===== src/rtl/pwm_capture.sv =====
`default_nettype none
// ============================================================================
// Module      : pwm_capture
// Description : Bus-readable PWM measurement peripheral. Synchronises an
//               external PWM input and measures its high time and period in
//               clk cycles, from one rising edge to the next. Results,
//               status and control sit behind a sel/wstrb/wdata register bus
//               with a registered read path.
// Revision    : 1.0 - initial release
// ----------------------------------------------------------------------------
// Parameters
//   WIDTH   counter/result width; longest measurable period is 2^WIDTH-1
// Ports
//   clk     system clock
//   rst     asynchronous, active-high reset
//   sel     peripheral select; bus reads and writes ignored when low
//   wstrb   write strobe (write when sel && wstrb)
//   addr    word register index
//   wdata   write data
//   rdata   registered read data (0 when sel is low)
//   irq     interrupt level valid & irq_mask (PWM_CAPTURE_IRQ_EN only)
//   pwm_in  asynchronous PWM input
// Register map
//   0  high_reg   (RO, zero-extended)
//   1  period_reg (RO, zero-extended)
//   2  status/control: [0] valid (W1C), [1] stuck (W1C), [2] live input
//      level (RO), [3] enable (RW), [4] irq_mask (RW, IRQ build only)
//   3  reads 0
// Build options
//   PWM_CAPTURE_IRQ_EN  when defined, adds the irq output and irq_mask bit
// ============================================================================
module pwm_capture #(
    parameter int WIDTH = 16
) (
    input  logic        clk,
    input  logic        rst,
    input  logic        sel,
    input  logic        wstrb,
    input  logic [1:0]  addr,
    input  logic [31:0] wdata,
    output logic [31:0] rdata,
`ifdef PWM_CAPTURE_IRQ_EN
    output logic        irq,
`endif
    input  logic        pwm_in
);

    localparam logic [WIDTH-1:0] c_cnt_max = {WIDTH{1'b1}};
    localparam logic [WIDTH-1:0] c_cnt_one = WIDTH'(1);
    localparam logic [1:0]       c_addr_ctl = 2'd2;

    // ------------------------------------------------------------------
    // Input conditioning: two synchroniser flops plus one delay flop
    // ------------------------------------------------------------------
    logic r_s1;
    logic r_s2;
    logic r_s3;

    always_ff @(posedge clk or posedge rst) begin
        if (rst) begin
            r_s1 <= 1'b0;
            r_s2 <= 1'b0;
            r_s3 <= 1'b0;
        end else begin
            r_s1 <= pwm_in;
            r_s2 <= r_s1;
            r_s3 <= r_s2;
        end
    end

    logic w_rise;
    assign w_rise = r_s2 & ~r_s3;

    // ------------------------------------------------------------------
    // State
    // ------------------------------------------------------------------
    logic [WIDTH-1:0] r_per_cnt;
    logic [WIDTH-1:0] r_hi_cnt;
    logic [WIDTH-1:0] r_high;
    logic [WIDTH-1:0] r_period;
    logic             r_valid;
    logic             r_stuck;
    logic             r_armed;
    logic             r_enable;
    // Set once a timeout has been reported so a saturated period counter
    // does not keep re-reporting it; cleared by the next rise or disable.
    logic             r_to_done;
    logic [31:0]      r_rdata;

    // ------------------------------------------------------------------
    // Control decode
    // ------------------------------------------------------------------
    logic w_wr_ctl;
    logic w_run;
    logic w_per_sat;
    logic w_hi_sat;
    logic w_latch;
    logic w_timeout;
    logic w_irq_mask;

    assign w_wr_ctl  = sel & wstrb & (addr == c_addr_ctl);
    // A disabling write takes effect in the same cycle it is issued, so it
    // also suppresses a latch on a coincident rise.
    assign w_run     = r_enable & ~(w_wr_ctl & ~wdata[3]);
    assign w_per_sat = (r_per_cnt == c_cnt_max);
    assign w_hi_sat  = (r_hi_cnt == c_cnt_max);
    assign w_latch   = w_run & w_rise & r_armed;
    assign w_timeout = w_run & ~w_rise & w_per_sat & ~r_to_done;

    // ------------------------------------------------------------------
    // Measurement counters and arming
    // ------------------------------------------------------------------
    always_ff @(posedge clk or posedge rst) begin
        if (rst) begin
            r_per_cnt <= '0;
            r_hi_cnt  <= '0;
            r_armed   <= 1'b0;
            r_to_done <= 1'b0;
        end else if (!w_run) begin
            r_per_cnt <= '0;
            r_hi_cnt  <= '0;
            r_armed   <= 1'b0;
            r_to_done <= 1'b0;
        end else if (w_rise) begin
            // The rise cycle itself is the first cycle of both the new
            // period and the new high phase.
            r_per_cnt <= c_cnt_one;
            r_hi_cnt  <= c_cnt_one;
            r_armed   <= 1'b1;
            r_to_done <= 1'b0;
        end else begin
            if (!w_per_sat) begin
                r_per_cnt <= r_per_cnt + c_cnt_one;
            end
            if (!w_hi_sat) begin
                r_hi_cnt <= r_hi_cnt + WIDTH'(r_s2);
            end
            if (w_timeout) begin
                r_armed   <= 1'b0;
                r_to_done <= 1'b1;
            end
        end
    end

    // ------------------------------------------------------------------
    // Result registers
    // ------------------------------------------------------------------
    always_ff @(posedge clk or posedge rst) begin
        if (rst) begin
            r_high   <= '0;
            r_period <= '0;
        end else if (w_latch) begin
            r_high   <= r_hi_cnt;
            r_period <= r_per_cnt;
        end else if (w_timeout) begin
            // A stuck input is reported as 100% or 0% duty depending on
            // the level it is stuck at.
            r_high   <= r_s2 ? c_cnt_max : '0;
            r_period <= c_cnt_max;
        end
    end

    // ------------------------------------------------------------------
    // Status and control (hardware set wins over a W1C clear)
    // ------------------------------------------------------------------
    always_ff @(posedge clk or posedge rst) begin
        if (rst) begin
            r_valid  <= 1'b0;
            r_stuck  <= 1'b0;
            r_enable <= 1'b1;
        end else begin
            if (w_latch || w_timeout) begin
                r_valid <= 1'b1;
            end else if (w_wr_ctl && wdata[0]) begin
                r_valid <= 1'b0;
            end

            if (w_timeout) begin
                r_stuck <= 1'b1;
            end else if (w_wr_ctl && wdata[1]) begin
                r_stuck <= 1'b0;
            end

            if (w_wr_ctl) begin
                r_enable <= wdata[3];
            end
        end
    end

`ifdef PWM_CAPTURE_IRQ_EN
    logic r_irq_mask;

    always_ff @(posedge clk or posedge rst) begin
        if (rst) begin
            r_irq_mask <= 1'b0;
        end else if (w_wr_ctl) begin
            r_irq_mask <= wdata[4];
        end
    end

    assign w_irq_mask = r_irq_mask;
    assign irq        = r_valid & r_irq_mask;

    logic w_unused_wdata;
    assign w_unused_wdata = ^{wdata[31:5], wdata[2]};
`else
    assign w_irq_mask = 1'b0;

    logic w_unused_wdata;
    assign w_unused_wdata = ^{wdata[31:4], wdata[2]};
`endif

    // ------------------------------------------------------------------
    // Read path: registered, one cycle of latency, zero when deselected
    // ------------------------------------------------------------------
    logic [31:0] w_status;
    logic [31:0] w_rd_mux;

    assign w_status = {27'd0, w_irq_mask, r_enable, r_s2, r_stuck, r_valid};

    always_comb begin
        w_rd_mux = '0;
        case (addr)
            2'd0:    w_rd_mux = 32'(r_high);
            2'd1:    w_rd_mux = 32'(r_period);
            2'd2:    w_rd_mux = w_status;
            default: w_rd_mux = '0;
        endcase
    end

    always_ff @(posedge clk or posedge rst) begin
        if (rst) begin
            r_rdata <= '0;
        end else if (sel) begin
            r_rdata <= w_rd_mux;
        end else begin
            r_rdata <= '0;
        end
    end

    assign rdata = r_rdata;

endmodule
`default_nettype wire

===== config.mk =====
export PLATFORM = sky130hd
export DESIGN_NAME = pwm_capture
export DESIGN_NICKNAME = d
export VERILOG_FILES = /design/src/rtl/pwm_capture.sv
export SDC_FILE = /design/constraint.sdc
export NUM_CORES = 1
export LEC_CHECK = 0
export CAP_MARGIN = 20
export CORE_MARGIN = 2
export CORE_UTILIZATION = 40
export CTS_CLUSTER_DIAMETER = 120
export CTS_CLUSTER_SIZE = 8
export DETAILED_ROUTE_END_ITERATION = 12
export GPL_TIMING_DRIVEN = 0
export PLACE_DENSITY = 0.7
export SLEW_MARGIN = 20
export SYNTH_ARGS = -nofsm -noshare
export SYNTH_HDL_FRONTEND = slang
export SYNTH_SLANG_ARGS = --single-unit

===== constraint.sdc =====
create_clock -name clk -period 3.97 [get_ports clk]
set_input_delay 0.794 -clock clk [delete_from_list [all_inputs] [get_ports clk]]
set_output_delay 0.794 -clock clk [all_outputs]
set_load 0.005 [all_outputs]

---- Word level (Yosys, flattened, before mapping) ----
Cells that the tools add are included.
operators by class
  equality and inequality tests ........... 7
  reduce and logical (&&, ||, !) cells .... 7
  bitwise logic cells ..................... 15
  muxes and demuxes ....................... 23
  add/sub/neg operators ................... 2
operator list
  operator               number
  $mux 16                12
  $pmux 16 s3            1
  $eq 16x16->1 const B   2
  $add 16x1->16          1
  $add 16x1->16 const B  1
  $and 1x1->1            10
  $mux 1                 10
  $ne 3x3->1 const B     2
  $reduce_bool 2->1      3
  $not 1->1              5
  $ne 3x2->1 const B     1
  $eq 2x1->1 const B     1
  $eq 2x2->1 const B     1
  $logic_and 1x1->1      2
  $logic_not 2->1        1
  $logic_or 1x1->1       1
word-level totals
  bits of input ports ..................... 39
  output and inout bits ................... 32
  logic and storage cells ................. 67
  register bits after elaboration ......... 104

---- Depth between registers and ports, before layout ----
Gate-level depths: netlist of run 1.
  depth after elaboration ................. 11
  depth in mapped cells ................... 7
  gate-level depth less buffers ........... 5

---- Worst setup path before layout of run 1 ----
Ideal clock, no wire load.
  kind .................................... input port to flip-flop
  from .................................... input port addr[1]
  to ...................................... register r_high[10]
  data arrival time ....................... 2.135 ns
  path buffers ............................ 3
  data required time ...................... 3.837 ns
  setup time .............................. 0.133 ns
  stages on the path ...................... 7
  slack ................................... 1.702 ns
  path through ............................ buf_2 -> and4b_1 -> buf_2 -> a2111oi_4 -> a21o_4 -> buf_6 -> o22ai_1
on the way
  longest elaborated chain between the ends .. 9
  elaborated cells on any way between the ends .. 12
  classes of those cells .................. eq/ne (1); mux (1); bitwise (9); reduce/logical (1)
RTL lines
  what                         RTL line  text
  from (decl)                  39        input logic [1:0] addr,
  $eq 2x2->1 *                 101       assign w_wr_ctl = sel & wstrb & (addr == c_addr_ctl);
  $and 1x1->1 *                101
  $and 1x1->1 *                104       assign w_run = r_enable & ~(w_wr_ctl & ~wdata[3]);
  $not 1->1 *                  104
  $and 1x1->1 *                104
  $and 1x1->1 (3 in a row)     108       assign w_timeout = w_run & ~w_rise & w_per_sat & ~r_to_done;
  $reduce_bool 2->1 (no line)  --
  to (signal assigned)         153       r_high <= r_hi_cnt;
  to (signal assigned)         158       r_high <= r_s2 ? c_cnt_max : '0;
  to (decl)                    79        logic [WIDTH-1:0] r_high;
Mark *: on every way between the ends. The rest lies on a longest branch, timed or not.
A chain may end at the register's enable or synchronous reset.

---- Worst setup path after layout of run 1 ----
  from .................................... input port sel
  to ...................................... register r_period[7]
on the way
  longest elaborated chain between the ends .. 9
  elaborated cells on any way between the ends .. 12
  classes of those cells .................. mux (1); bitwise (10); reduce/logical (1)
RTL lines
  what                         RTL line  text
  from (decl)                  37        input logic sel,
  $and 1x1->1 * (2 in a row)   101
  $and 1x1->1 *                104
  $not 1->1 *                  104
  $and 1x1->1 *                104
  $and 1x1->1 (3 in a row)     108
  $reduce_bool 2->1 (no line)  --
  to (signal assigned)         154       r_period <= r_per_cnt;
  to (signal assigned)         159       r_period <= c_cnt_max;
  to (decl)                    80        logic [WIDTH-1:0] r_period;
Marked as above.

==> results of run 1 <==
## state kept, by name, summed over array words and instances, names as in the netlist
| signal | count |
|---|---|
| rdata | 16 |
| r_per_cnt | 16 |
| r_armed | 1 |
| r_enable | 1 |
| r_valid | 1 |
| r_hi_cnt | 16 |
| r_period | 16 |
| r_s3 | 1 |
| r_high | 16 |
| r_s2 | 1 |
| r_stuck | 1 |
| r_to_done | 1 |
| r_s1 | 1 |
## per-stage QoR
stage | cells | power (W) | cell area [sq um] | worst slack [ns]
floorplan | 452 | 0.00131 | 4320 | 0.899
global placement | 611 | 0.00141 | 4720 | -0.444
detailed placement | 612 | 0.00143 | 4750 | 0.979
CTS | 627 | 0.00198 | 4920 | 1.34
global route | 627 | 0.00208 | 4920 | 1.13
finish | 627 | 0.00197 | 4920 | 1.33
## final cells by class
cell class,instances,area (sq um)
Clock inverter,4,20.0
Fill cell,997,5400
Timing Repair Buffer,24,258
Tap cell,136,170
Multi-Input combinational cell,312,1820
Clock buffer,11,151
Inverter,15,58.8
Sequential cell,88,2200
Buffer,37,241
## power by group through the flow
stage	sequential, W	clock, W	combinational, W
finish	0.00109	0.000557	0.000323
global route	0.00110	0.000609	0.000367
CTS	0.00109	0.000573	0.000325
detailed placement	0.00110	0	0.000323
global placement	0.00110	0	0.000312
floorplan	0.00108	0	0.000231
## logic make-up after synthesis
| group | after synthesis |
|---|---|
| AND/OR/NAND/NOR | 161 |
| AO/OA/AOI/OAI | 111 |
| flip-flops | 88 |
| buffers and inverters | 52 |
| multiplexers | 18 |
| adder cells (fa/ha/maj) | 3 |
| XOR/XNOR | 3 |
| other | 1 |
## how the worst max path moves through the flow
stage | from | to | slack [ns] | depth (start not counted)
final | sel | r_period[7] | 1.33 | 7
after global placement | rst | r_per_cnt[14] | -0.44 | 2
after floorplan | rst | r_armed | 0.90 | 1
after detailed placement | sel | r_period[7] | 0.98 | 7
after global routing | sel | r_hi_cnt[11] | 1.13 | 6
after CTS | sel | r_period[7] | 1.34 | 7
## per-layer routing
metal | wire [um] | vias up | part of all wire, %
met5 | 0 | - | 0
met4 | 182 | 0 | 1.9
met3 | 539 | 15 | 5.5
met2 | 4660 | 124 | 48
met1 | 4330 | 1634 | 45
li1 | - | 1631 | -
## layout by cell type (no fill, tap or decap), drive strengths merged, types with 9 or more instances in the layout
cell type	n
nor2	51
buf	32
a21oi	48
dfrtp	87
clkdlybuf4s50	23
inv	15
nor3	9
clkbuf	17
conb	16
nand3	15
mux2i	18
o21ai	30
or3	12
nand2	34
## Yosys cell counts, drive strengths merged (7+ instances only)
cell type	count	share of area (%)
or3	12	1.8
a21oi	48	5.6
nor2	51	4.5
inv	15	1.3
mux2i	18	4.2
and4	7	1.4
buf	31	5.1
nand2	34	3.1
nor3	9	1.1
o21ai	30	3.5
dfrtp	87	51
nand3	15	1.8
==> flow_summary_export.csv, run 1 <==
group,metric,value,unit
synth,number_of_standard_cells_after_synthesis,437,
global_routing,leftover_overflow_at_the_end_of_global_routing,0,
worst_setup_path,timing.critical_path.mode_cell,"sky130_fd_sc_hd__buf_2",
synth,synth_flop_cell,"sky130_fd_sc_hd__dfrtp_1",
worst_hold_path,worstHoldEndpoint,"r_s2",
drt,totalWireLength,9720,um
power,switching_share_of_power,27.7,%
clock_network,cts.htree.levels,3,
timing,final.period_utilization,66.5,%
power,max-vdd-ir-drop,0.156,mV
worst_setup_path,critical_path.reg2reg.endpoint,"r_period[7]",
synth,synth_async_sr_flop_share,100,%
power,power.share.sequential,55.2,%
synth,sequential_element_share_of_the_synthesized_area,51.7,%
synth,fraction_of_synthesized_cell_area_in_xor_and_xnor_cells,0.616,%
timing,final-setup-viol-count,0,
placement,portBuffers,23,
worst_setup_path,timing.critical_path.fanout_max,10,
placement,place_hpwl,7150,um
clock_network,clockRootBuffer,"sky130_fd_sc_hd__clkbuf_8",
floorplan,initial_cell_density_of_the_core,41.3,%
worst_setup_path,crit-reg2reg-launch,"r_per_cnt[0]",
worst_setup_path,timing.critical_path.slowest_cell_delay,0.55,ns
worst_hold_path,worstHoldPathType,"flop to flop",
synth,synth_compound_area_share,16.1,%
drt,drt-vias-per-instance,5.43,
worst_setup_path,cp-start-kind,"primary input",
synth,syn_area_per_cell,9.76,sq um
job,max-cap-violations,0,
synth,ys.warnings.count,0,
worst_hold_path,worst_hold_startpoint,"r_s1",
drt,first_pass_iters,5,
power,netsw,0.000545,W
floorplan,chipWidth,107,um
timing,fin_worst_hold_slack,0.377,ns
floorplan,ios,71,
global_routing,grt_use_total,18.1,%
clock_network,clkSlewWorstSetupHoldPaths,0.08,ns
global_routing,grt_antenna_before_repair,0,
timing,slew_headroom,52.3,%
power,power.leakage,2.13,nW
floorplan,die-height,107,um
worst_hold_path,min_path_cells,0,
floorplan,fp.dieArea,11500,sq um
synth,synth_top_family_by_area,"simple AND/OR/NAND/NOR gates",
global_routing,grt-busiest-layer,"met2",
timing,grt_setup_unrepaired,"false",
drt,vias_after_detailed_routing,3404,
clock_network,insertion_delay_to_the_later_sink_of_the_worst_skew_pair,0.36,ns
global_routing,globalRouteMet2Util,29.2,%
worst_setup_path,critical_path.cell_chain,"clkdlybuf4s50_1, and4b_1, buf_2, a211oi_2, nand2_2, buf_2, a21oi_1",
final_layout,layout-area-overhead-vs-synth,15.4,%
worst_setup_path,worst-setup-path-type,"primary input to flop",
clock_network,clock-sinks,88,
power,power_per_cell_area,400,nW/um^2
clock_network,cts_setup_buffers,0,
worst_setup_path,worst_r2r_path_depth,6,
global_routing,grt_start_max_net_pins,53,
global_routing,met3_track_demand_over_resource_in_global_routing,2.78,%
worst_setup_path,required_worst_endpoint,4.25,ns
worst_setup_path,r2r_setup_slack,1.55,ns
floorplan,core_footprint,10300,sq um
timing,hold_viol,0,
synth,synth_mux_area_share,4.22,%
status,status,"completed",
timing,setup-tns-final,0,ns
drt,antenna_violating_nets_left,0,
clock_network,numCtsBuffers,9,
synth,synth.distinct_cells,52,
worst_setup_path,cpMaxStageDelayCell,"sky130_fd_sc_hd__a211oi_2",
power,pwr-share-clk,28.3,%
placement,finalWeightedCongestion,0.861,
synth,synth_fa_ha_area_share,0.880,%
final_layout,layout.core_utilization,47.7,%
clock_network,cts_hold_buf,0,
final_layout,final_net_count,529,
worst_setup_path,cp.arrival,2.92,ns
drt,avgRoutedWirePerCell,15.5,um
power,internal_power,0.00142,W
synth,ys_seq_elements,88,
timing,pins_over_their_slew_limit,0,
global_routing,first_global_vias,3165,
timing,finalWorstPathRequiredPeriod,2.64,ns
timing,worst_pin_slew,0.715,ns
synth,synth.cell_area,4270,sq um
clock_network,cts_tree,"yes",
timing,max_freq,379,MHz
global_routing,grt_use_met1,24.7,%
final_layout,drive_above_1_share,12.6,%
final_layout,antenna-diode-count,0,
clock_network,clk_path_buf_depth,2,
drt,detail_route.drc_violations,0,
synth,synthSimpleGateAreaFrac,19.4,%
global_routing,grt_first_pass_wirelength,16300,um
worst_setup_path,cp.buffers_inverters,3,
timing,final_skew,0.00962,ns
clock_network,cts_resized,0,
drt,drt_iter0_drc,360,
worst_setup_path,critical_path.top_delay_family,"buffers and inverters",
floorplan,num_rows,37,
synth,synth-edff-count,0,
worst_setup_path,critPathCaptureType,"flop",
power,combPwrFrac,16.4,%
(Power assumes the default switching activity.)
==> run 2, diff against run 1 <==
--- a/config.mk
+++ b/config.mk
@@ -12,7 +12,7 @@
 export CTS_CLUSTER_SIZE = 8
 export DETAILED_ROUTE_END_ITERATION = 12
 export GPL_TIMING_DRIVEN = 0
-export PLACE_DENSITY = 0.7
+export PLACE_DENSITY = 0.72
 export SLEW_MARGIN = 20
 export SYNTH_ARGS = -nofsm -noshare
 export SYNTH_HDL_FRONTEND = slang
==> constraint.sdc (replaced) <==
create_clock -name clk -period 2.25 [get_ports clk]
set_input_delay 0.45 -clock clk [delete_from_list [all_inputs] [get_ports clk]]
set_output_delay 0.45 -clock clk [all_outputs]
set_load 0.005 [all_outputs]
==> flow_summary_export.csv, run 2 (same netlist as run 1, synthesis figures left out) <==
group,metric,value,unit
final_layout,antenna-diode-count,0,
power,power.leakage,2.25,nW
timing,pins_over_their_slew_limit,0,
worst_setup_path,cp-start-kind,"flop",
timing,finalWorstPathRequiredPeriod,2.09,ns
timing,final_skew,0.0108,ns
placement,place_hpwl,7330,um
final_layout,drive_above_1_share,15.0,%
drt,drt-vias-per-instance,5.49,
clock_network,insertion_delay_to_the_later_sink_of_the_worst_skew_pair,0.37,ns
timing,grt_setup_unrepaired,"false",
floorplan,die-height,107,um
placement,portBuffers,23,
power,power_per_cell_area,756,nW/um^2
floorplan,chipWidth,107,um
global_routing,first_global_vias,3420,
floorplan,fp.dieArea,11500,sq um
drt,detail_route.drc_violations,0,
clock_network,clk_path_buf_depth,2,
clock_network,clockRootBuffer,"sky130_fd_sc_hd__clkbuf_8",
final_layout,layout.core_utilization,49.8,%
global_routing,grt_first_pass_wirelength,16800,um
status,status,"completed",
worst_setup_path,cp.arrival,2.33,ns
timing,max_freq,477,MHz
power,power.total,0.00389,W
floorplan,initial_cell_density_of_the_core,41.3,%
final_layout,fillerInstances,939,
drt,avgRoutedWirePerCell,15.9,um
clock_network,clock-sinks,88,
drt,antenna_violating_nets_left,0,
timing,hold_viol,0,
clock_network,numCtsBuffers,9,
final_layout,layout_commonest_cell,"sky130_fd_sc_hd__dfrtp_1",
worst_setup_path,critPathCaptureType,"flop",
clock_network,clkSlewWorstSetupHoldPaths,0.09,ns
placement,finalWeightedCongestion,0.868,
final_layout,layout-area-overhead-vs-synth,20.5,%
worst_hold_path,worstHoldPathType,"flop to flop",
timing,final-setup-viol-count,0,
floorplan,ios,71,
clock_network,cts_tree,"yes",
final_layout,final_cell_mix,"sky130_fd_sc_hd__dfrtp_1, sky130_fd_sc_hd__nor2_1, sky130_fd_sc_hd__a21oi_1, sky130_fd_sc_hd__nand2_1, sky130_fd_sc_hd__buf_4",
timing,worst_pin_slew,0.708,ns
drt,totalWireLength,10100,um
worst_setup_path,required_worst_endpoint,2.49,ns
floorplan,num_rows,37,
drt,drt_iter0_drc,311,
worst_setup_path,timing.critical_path.fanout_max,10,
final_layout,register_area,2200,sq um
clock_network,cts_hold_buf,0,
final_layout,area_occupied_by_multi_input_gates,1860,sq um
floorplan,core_footprint,10300,sq um
drt,vias_after_detailed_routing,3498,
global_routing,leftover_overflow_at_the_end_of_global_routing,0,
global_routing,grt_use_total,18.7,%
global_routing,grt_start_max_net_pins,28,
final_layout,final_net_count,538,
timing,slew_headroom,52.8,%
job,max-cap-violations,0,
timing,final.period_utilization,93.1,%
clock_network,cts.htree.levels,3,
global_routing,grt_antenna_before_repair,0,
power,max-vdd-ir-drop,0.335,mV
worst_setup_path,worst-setup-path-type,"flop to flop",
drt,first_pass_iters,5,
run 2: cell count changes in the layout (fill, tap and decap cells not counted), moves of 2 or more:
| cell | change |
|---|---|
| sky130_fd_sc_hd__clkinv_2 | -4 |
| sky130_fd_sc_hd__bufinv_16 | +3 |
| sky130_fd_sc_hd__clkbuf_1 | -2 |
| sky130_fd_sc_hd__buf_4 | +7 |
| sky130_fd_sc_hd__a211oi_2 | -2 |
| sky130_fd_sc_hd__clkbuf_2 | +2 |
| sky130_fd_sc_hd__inv_6 | +3 |
| sky130_fd_sc_hd__a211oi_4 | +2 |
| sky130_fd_sc_hd__clkbuf_8 | -2 |
run 2: critical path, stage by stage, from the launching register on:
cell and delay (ns):
sky130_fd_sc_hd__dfrtp_1 0.47, sky130_fd_sc_hd__ha_1 0.26, sky130_fd_sc_hd__nand4_1 0.22, sky130_fd_sc_hd__buf_4 0.23, sky130_fd_sc_hd__nor4_4 0.21, sky130_fd_sc_hd__buf_4 0.20
sky130_fd_sc_hd__a21o_4 0.15, sky130_fd_sc_hd__buf_6 0.15, sky130_fd_sc_hd__o22ai_1 0.09
run 2: layout make-up:
type / count / area share (%)
inverter: 15 / 1.17
tap: 136 / 3.31
buffer: 37 / 4.75
timing repair buffer: 33 / 6.96
clock inverter: 7 / 2.43
sequential: 88 / 42.9
clock buffer: 9 / 2.41
multi-input combinational: 312 / 36.1
run 2: per-layer routing:
layer  vias up  wire [um]  global-route usage, %
li1       1643          -                      -
met1      1718       4370                   24.1
met2       119       4970                   31.6
met3        18        514                   2.97
met4         0        248                   7.24
met5         -          0                      0
run 2: final timing paths:
kind                              startpoint  depth (start not counted)  slack (ns)           end
worst max-delay path            r_per_cnt[0]                          8        0.16    r_high[12]
worst min-delay path                    r_s1                          0        0.36          r_s2
worst max register to register  r_per_cnt[0]                          8        0.16    r_high[12]
worst min register to register          r_s1                          0        0.36          r_s2
max in group asynchronous                rst                          5        0.96  r_per_cnt[8]
min in group asynchronous                rst                          2        0.44          r_s2
run 2: through the flow:
step                setup WS [ns]  setup TNS [ns]  instances  instance area, sq um  hold slack, ns
floorplan                   0.326               0        452                  4330           0.331
global placement           -0.389          -28.51        611                  4730           0.338
CTS                        0.0517               0        635                  5100           0.363
global route               0.0275               0        637                  5140           0.375
detailed placement         -0.380          -17.90        614                  4800           0.346
finish                      0.155               0        637                  5140           0.358
run 2: report_power, final:
part / switching (W) / internal, W / total (W)
combinational: 0.000313 / 0.000292 / 0.000604
sequential: 0.000135 / 0.00179 / 0.00192
clock: 0.000608 / 0.000751 / 0.00136
total: 0.00106 / 0.00283 / 0.00389
run 2: timing repair:
action,CTS,global route
endpoints found under the setup margin,21,45
pin swaps,3,2
buffers inserted,5,2
resized for setup,2,8
gates cloned,0,0
==> run 3, diff against run 2 <==
--- a/config.mk
+++ b/config.mk
@@ -5,13 +5,14 @@
 export SDC_FILE = /design/constraint.sdc
 export NUM_CORES = 1
 export LEC_CHECK = 0
-export CAP_MARGIN = 20
+export CAP_MARGIN = 15
 export CORE_MARGIN = 2
 export CORE_UTILIZATION = 40
 export CTS_CLUSTER_DIAMETER = 120
 export CTS_CLUSTER_SIZE = 8
 export DETAILED_ROUTE_END_ITERATION = 12
 export GPL_TIMING_DRIVEN = 0
+export HOLD_SLACK_MARGIN = 0.03
 export PLACE_DENSITY = 0.72
 export SLEW_MARGIN = 20
 export SYNTH_ARGS = -nofsm -noshare
==> results of run 3 <==
Same layout as run 2: the final DEF is identical, and so are final timing and power.
